## src/rtl/pc_seq_pkg.sv

```systemverilog
// ============================================================
// pc_seq_pkg : shared state encoding, opcodes and offset helper
//              for the pc_seq_ctrl sequencer.
// Rev 1.0
// ============================================================
`default_nettype none

package pc_seq_pkg;

  typedef enum logic [2:0] {
    IDLE   = 3'd0,
    FETCH  = 3'd1,
    DECODE = 3'd2,
    EXEC   = 3'd3,
    HALT   = 3'd4,
    FAULT  = 3'd5
  } state_e;

  localparam logic [1:0] OP_ALU  = 2'b00;
  localparam logic [1:0] OP_BRZ  = 2'b01;
  localparam logic [1:0] OP_BR   = 2'b10;
  localparam logic [1:0] OP_HALT = 2'b11;

  // Widened to 32 bits so any address width can take its low slice.
  function automatic logic [31:0] sext_off(input logic [5:0] off);
    return {{26{off[5]}}, off};
  endfunction

endpackage

`default_nettype wire

```

## src/rtl/pc_seq_decode.sv

```systemverilog
// ============================================================
// pc_seq_decode : combinational instruction decode for pc_seq_ctrl.
// Rev 1.0
// ============================================================
`default_nettype none

module pc_seq_decode
  import pc_seq_pkg::*;
#(
  parameter int ADDR_W  = 8,
  parameter int INSTR_W = 8
) (
  input  logic [INSTR_W-1:0] ir_i,
  input  logic               zero_flag_i,
  output logic               is_halt_o,
  output logic               branch_taken_o,
  output logic [ADDR_W-1:0]  offset_ext_o,
  output logic               is_alu_o
);

  logic [1:0]  op;
  logic [31:0] ext;
  logic        unused_ext_hi;

  assign op  = ir_i[INSTR_W-1 -: 2];
  assign ext = sext_off(ir_i[5:0]);

  assign is_halt_o      = (op == OP_HALT);
  assign is_alu_o       = (op == OP_ALU);
  assign branch_taken_o = (op == OP_BR) | ((op == OP_BRZ) & zero_flag_i);
  assign offset_ext_o   = ext[ADDR_W-1:0];

  assign unused_ext_hi  = ^ext[31:ADDR_W];

endmodule

`default_nettype wire

```

## src/rtl/pc_seq_ctrl.sv

```systemverilog
// ============================================================
// pc_seq_ctrl : fetch/decode/execute sequencer for the 8-bit PC datapath.
// Optional FETCH ack timeout enabled by defining PC_SEQ_TIMEOUT_EN.
// Rev 1.0
// ============================================================
`default_nettype none

module pc_seq_ctrl
  import pc_seq_pkg::*;
#(
  parameter int ADDR_W  = 8,
  parameter int INSTR_W = 8,
  parameter int TIMEOUT = 15
) (
  input  logic               clk,
  input  logic               clr_n,
  input  logic               start,
  input  logic [ADDR_W-1:0]  pc_value,
  input  logic               zero_flag,
  output logic               imem_req,
  output logic [ADDR_W-1:0]  imem_addr,
  input  logic               imem_ack,
  input  logic [INSTR_W-1:0] imem_data,
  output logic               pc_step,
  output logic               pc_branch,
  output logic [ADDR_W-1:0]  pc_offset,
  output logic               exec_pulse,
  output logic [INSTR_W-1:0] ir,
  output logic               busy,
  output logic               halted,
  output logic               fault
);

  state_e             state_q, state_d;
  logic [INSTR_W-1:0] ir_q, ir_d;
  logic [ADDR_W-1:0]  addr_q, addr_d;
  logic [ADDR_W-1:0]  offset_q, offset_d;
  logic               branch_q, branch_d;

  logic               dec_halt, dec_taken, dec_alu;
  logic [ADDR_W-1:0]  dec_off;
  logic [ADDR_W-1:0]  next_pc;
  logic               fetch_timeout;

  pc_seq_decode #(
    .ADDR_W  (ADDR_W),
    .INSTR_W (INSTR_W)
  ) u_decode (
    .ir_i           (ir_q),
    .zero_flag_i    (zero_flag),
    .is_halt_o      (dec_halt),
    .branch_taken_o (dec_taken),
    .offset_ext_o   (dec_off),
    .is_alu_o       (dec_alu)
  );

  // offset_q is zero for untaken branches, so one adder covers both cases.
  assign next_pc = pc_value + offset_q + ADDR_W'(1);

`ifdef PC_SEQ_TIMEOUT_EN
  localparam int CNT_W = $clog2(TIMEOUT + 1);
  localparam logic [CNT_W-1:0] TO_VAL = CNT_W'(TIMEOUT);

  logic [CNT_W-1:0] cnt_q, cnt_d;

  // Counter only runs in FETCH, so it is already zero on every FETCH entry.
  assign cnt_d         = (state_q == FETCH) ? cnt_q + CNT_W'(1) : '0;
  assign fetch_timeout = (state_q == FETCH) && (cnt_q == TO_VAL - CNT_W'(1));

  always_ff @(posedge clk or negedge clr_n) begin
    if (!clr_n) begin
      cnt_q <= '0;
    end else begin
      cnt_q <= cnt_d;
    end
  end

  assign fault = (state_q == FAULT);
`else
  logic unused_timeout;

  assign unused_timeout = ^TIMEOUT;
  assign fetch_timeout  = 1'b0;
  assign fault          = 1'b0;
`endif

  always_ff @(posedge clk or negedge clr_n) begin
    if (!clr_n) begin
      state_q  <= IDLE;
      ir_q     <= '0;
      addr_q   <= '0;
      offset_q <= '0;
      branch_q <= 1'b0;
    end else begin
      state_q  <= state_d;
      ir_q     <= ir_d;
      addr_q   <= addr_d;
      offset_q <= offset_d;
      branch_q <= branch_d;
    end
  end

  always_comb begin
    state_d  = state_q;
    ir_d     = ir_q;
    addr_d   = addr_q;
    offset_d = offset_q;
    branch_d = branch_q;
    case (state_q)
      IDLE: begin
        if (start) begin
          state_d = FETCH;
          addr_d  = pc_value;
        end
      end
      FETCH: begin
        // An ack coinciding with the timeout still completes the fetch.
        if (imem_ack) begin
          ir_d    = imem_data;
          state_d = DECODE;
        end else if (fetch_timeout) begin
          state_d = FAULT;
        end
      end
      DECODE: begin
        if (dec_halt) begin
          state_d  = HALT;
          branch_d = 1'b0;
          offset_d = '0;
        end else begin
          state_d  = EXEC;
          branch_d = dec_taken;
          offset_d = dec_taken ? dec_off : '0;
        end
      end
      EXEC: begin
        branch_d = 1'b0;
        offset_d = '0;
        if (start) begin
          state_d = FETCH;
          addr_d  = next_pc;
        end else begin
          state_d = IDLE;
        end
      end
      HALT:    state_d = HALT;
      FAULT:   state_d = FAULT;
      default: state_d = IDLE;
    endcase
  end

  assign imem_req   = (state_q == FETCH);
  assign imem_addr  = addr_q;
  assign pc_step    = (state_q == EXEC);
  assign pc_branch  = branch_q;
  assign pc_offset  = offset_q;
  assign exec_pulse = (state_q == EXEC) & dec_alu;
  assign ir         = ir_q;
  assign busy       = (state_q == FETCH) | (state_q == DECODE) | (state_q == EXEC);
  assign halted     = (state_q == HALT);

endmodule

`default_nettype wire

```

## config.mk

```make
export PLATFORM = sky130hd
export DESIGN_NAME = pc_seq_ctrl
export DESIGN_NICKNAME = d
export VERILOG_FILES = /design/src/rtl/pc_seq_pkg.sv /design/src/rtl/pc_seq_decode.sv /design/src/rtl/pc_seq_ctrl.sv
export SDC_FILE = /design/constraint.sdc
export NUM_CORES = 1
export LEC_CHECK = 0
export ABC_AREA = 1
export BUFFER_PORTS_ARGS = -buffer_cell sky130_fd_sc_hd__buf_2
export CAP_MARGIN = 20
export CORE_ASPECT_RATIO = 0.8
export CORE_MARGIN = 10
export CORE_UTILIZATION = 50
export DETAILED_ROUTE_END_ITERATION = 16
export GPL_TIMING_DRIVEN = 1
export HOLD_SLACK_MARGIN = 0.02
export MAX_ROUTING_LAYER = met4
export PLACE_DENSITY_LB_ADDON = 0.2
export SYNTH_ARGS = -nofsm -noshare
export SYNTH_HDL_FRONTEND = slang
export SYNTH_SLANG_ARGS = --single-unit
export TNS_END_PERCENT = 100
```

## constraint.sdc

```tcl
create_clock -name clk -period 1.9 [get_ports clk]
set_input_delay 0.285 -clock clk [delete_from_list [all_inputs] [get_ports clk]]
set_output_delay 0.285 -clock clk [all_outputs]
set_load 0.005 [all_outputs]
```

==> out/metrics.cfg <==
[route]
drt-initial-drc-count = 45
vias_per_cell = 4.758
routedWlPerCell_um = 12.81
firstDrtPassIters = 5
via_count = 1394
routed_wl_mm = 3.753
drc_errors = 0
antenna_left = 0

[power_and_ir_drop]
peakVddDrop_mv = 0.8212
switchingPower_mw = 1.344
p_int_mw = 1.829
p_comb_share_pct = 53.6
p_sw_share_pct = 42.35
pwr-share-clk_pct = 14.5
power_density_nw_per_um2 = 1639
p_seq_share_pct = 31.8
leakage_nw = 1.127

[floorplanning]
rows = 18
start_util_pct = 51.44
die_area_sq_um = 5779
die_w_um = 82.53
fp.coreArea_sq_um = 3040
io_pins = 52
die-height_um = 70.03

[setup_path]
cp_max_fo = 8
worstPathArrival_ns = 1.47
cp-end-kind = output port
critPathKind = reg -> out
cp-start-kind = flop
cp.required_ns = 1.62

[timing]
setup_tns_ns = 0
relSlewSlack_pct = 62.18
setup_viol = 0
hold_viol_final = 0
period_needed_ns = 1.759
tightest_slew_ns = 0.5672
fin_crit_sh_pct = 92.58
fmax_mhz = 568.5
hold_slack_ns = 0.2369
rsz0062_at_grt = no
clock_skew_ns = 0.01018
maxSlewViolCount = 0

[finish]
fin_nets = 283
syn2layout_area_growth_pct = 23.76
final_cell_mix = nand2_1, buf_2, nor2_1, dfrtp_1, inv_1
final_core_util_pct = 63.66
drive_gt1_share_pct = 29.25
n_fill_cell = 297
post-route-cell-area_sq_um = 1936
antenna_cells = 0
final_common_cell = nand2_1

[place]
portBuffers = 50
gp_congestion = 0.8607
hpwlAfterDp_mm = 2.914
placed_area_sq_um = 1827

[yosys]
synth.avg_cell_area_sq_um = 7.859
yosysUniqueCellTypes = 28
synth.yosys.seq_area_share_pct = 41.60
synth_seq_cells = 26
synth_area_sq_um = 1564
synth_largest_area_cell = dfrtp_1
syn_nets = 228
synth_top_area_share_pct = 41.60
synthCells = 199
yosysWarnings = 0
synth_area_leaders = dfrtp_1, nand2_1, nor2_1

[clock_tree]
numCtsBuffers = 3
clock_sinks = 26
cts_tree = done
clk_pin_slew_ns = 0.10
clk_latency_ns = 0.27
cts_max_level = 1
root_buffer = clkbuf_8
clock_path_buffers = 2

[global_routing]
antenna_found_initial = 0
grt_overflow = 0
grt_max_degree = 27
grt_pass1_wl_mm = 6.368
gr-usage-all-layers_pct = 13.83
grt_pass1_vias = 1374

[min_path]
hold_class = in -> reg

[status]
outcome = finished clean

[job]
cap_violations = 0

-- flip-flops by register name, indices dropped and copies added, names as in the netlist --
register and count:
pc_branch 1, state_q 3, pc_offset 6, imem_addr 8, ir 8
-- cells in the mapped netlist --
| master | number |
|---|---|
| a21oi_1 | 9 |
| a31oi_1 | 1 |
| buf_4 | 4 |
| buf_6 | 2 |
| conb_1 | 1 |
| dfrtp_1 | 26 |
| fa_1 | 1 |
| ha_1 | 7 |
| inv_1 | 25 |
| inv_2 | 3 |
| inv_4 | 1 |
| mux2_4 | 2 |
| nand2_1 | 51 |
| nand2_2 | 1 |
| nand2_4 | 3 |
| nand3_1 | 10 |
| nand3b_1 | 2 |
| nor2_1 | 26 |
| nor2_4 | 1 |
| nor2_8 | 1 |
| nor3_1 | 1 |
| o211ai_1 | 1 |
| o21ai_0 | 9 |
| o21ai_1 | 2 |
| o22ai_1 | 4 |
| or2_2 | 2 |
| xnor2_1 | 2 |
| xor2_1 | 1 |
-- path summary, 6_finish.rpt --
path	start	endpoint	slack, ns	cells after the start
min reg2reg	imem_addr[5]	imem_addr[5]	0.48	2
max reg2reg	pc_offset[0]	imem_addr[4]	0.19	11
min in group asynchronous	clr_n	imem_addr[1]	0.53	2
min	imem_ack	state_q[0]	0.24	2
max	state_q[2]	exec_pulse	0.14	6
max in group asynchronous	clr_n	pc_offset[3]	0.99	2
-- power groups by stage --
stage	Clock (mW)	Combinational [mW]	Sequential (mW)
after floorplan	0	1.13	1.02
after global routing	0.499	1.96	1.06
after global placement	0	1.65	1.01
after detailed placement	0	1.67	1.01
after CTS	0.467	1.70	1.00
final	0.460	1.70	1.01
-- layer usage --
layer	global-route usage (%)	vias to the layer above	part of all wire, %
met5	-	-	0
met4	1.113	0	0.72
met3	4.476	4	6.6
met2	20.79	34	45
met1	18.42	623	48
li1	-	733	-
-- per-stage QoR --
step	std cells	setup slack (ns)	power, mW
final	293	0.1410	3.172
after global routing	293	0.01856	3.519
after CTS	290	0.09490	3.167
after detailed placement	285	0.2034	2.683
after global placement	285	0.2222	2.660
after floorplan	199	0.3198	2.159
-- final cells by class --
| cell class | count | area (sq um) | share of cell area, % |
|---|---|---|---|
| clock buffer | 3 | 41.29 | 2.133 |
| inverter | 29 | 111.4 | 5.753 |
| clock inverter | 1 | 30.03 | 1.551 |
| timing repair buffer | 56 | 297.8 | 15.38 |
| tap | 40 | 50.05 | 2.586 |
| multi-input combinational | 138 | 754.5 | 38.98 |
| sequential | 26 | 650.6 | 33.61 |
-- critical path, cell delays in order (launching register included) --
cell,delay (ns)
dfrtp_1,0.42
inv_2,0.11
nand2_4,0.12
nor2_8,0.18
inv_1,0.11
nor3_2,0.13
buf_2,0.14
-- what timing repair did --
item	CTS	global route
hold buffers	1	0
setup endpoints to repair	0	1
setup buffers	0	3
endpoints found under the hold margin	17	0
resized for setup	0	1
-- logic make-up after synthesis --
group                    synth area share (%)
AND/OR/NAND/NOR                         28.32
buffers and inverters                   10.48
AO/OA/AOI/OAI                           8.880
flip-flops                              41.60
adder cells (fa/ha/maj)                 6.880
XOR/XNOR                                1.680
multiplexers                            1.920
other                                  0.2398
Note: power is estimated with default switching activity, not from simulation.
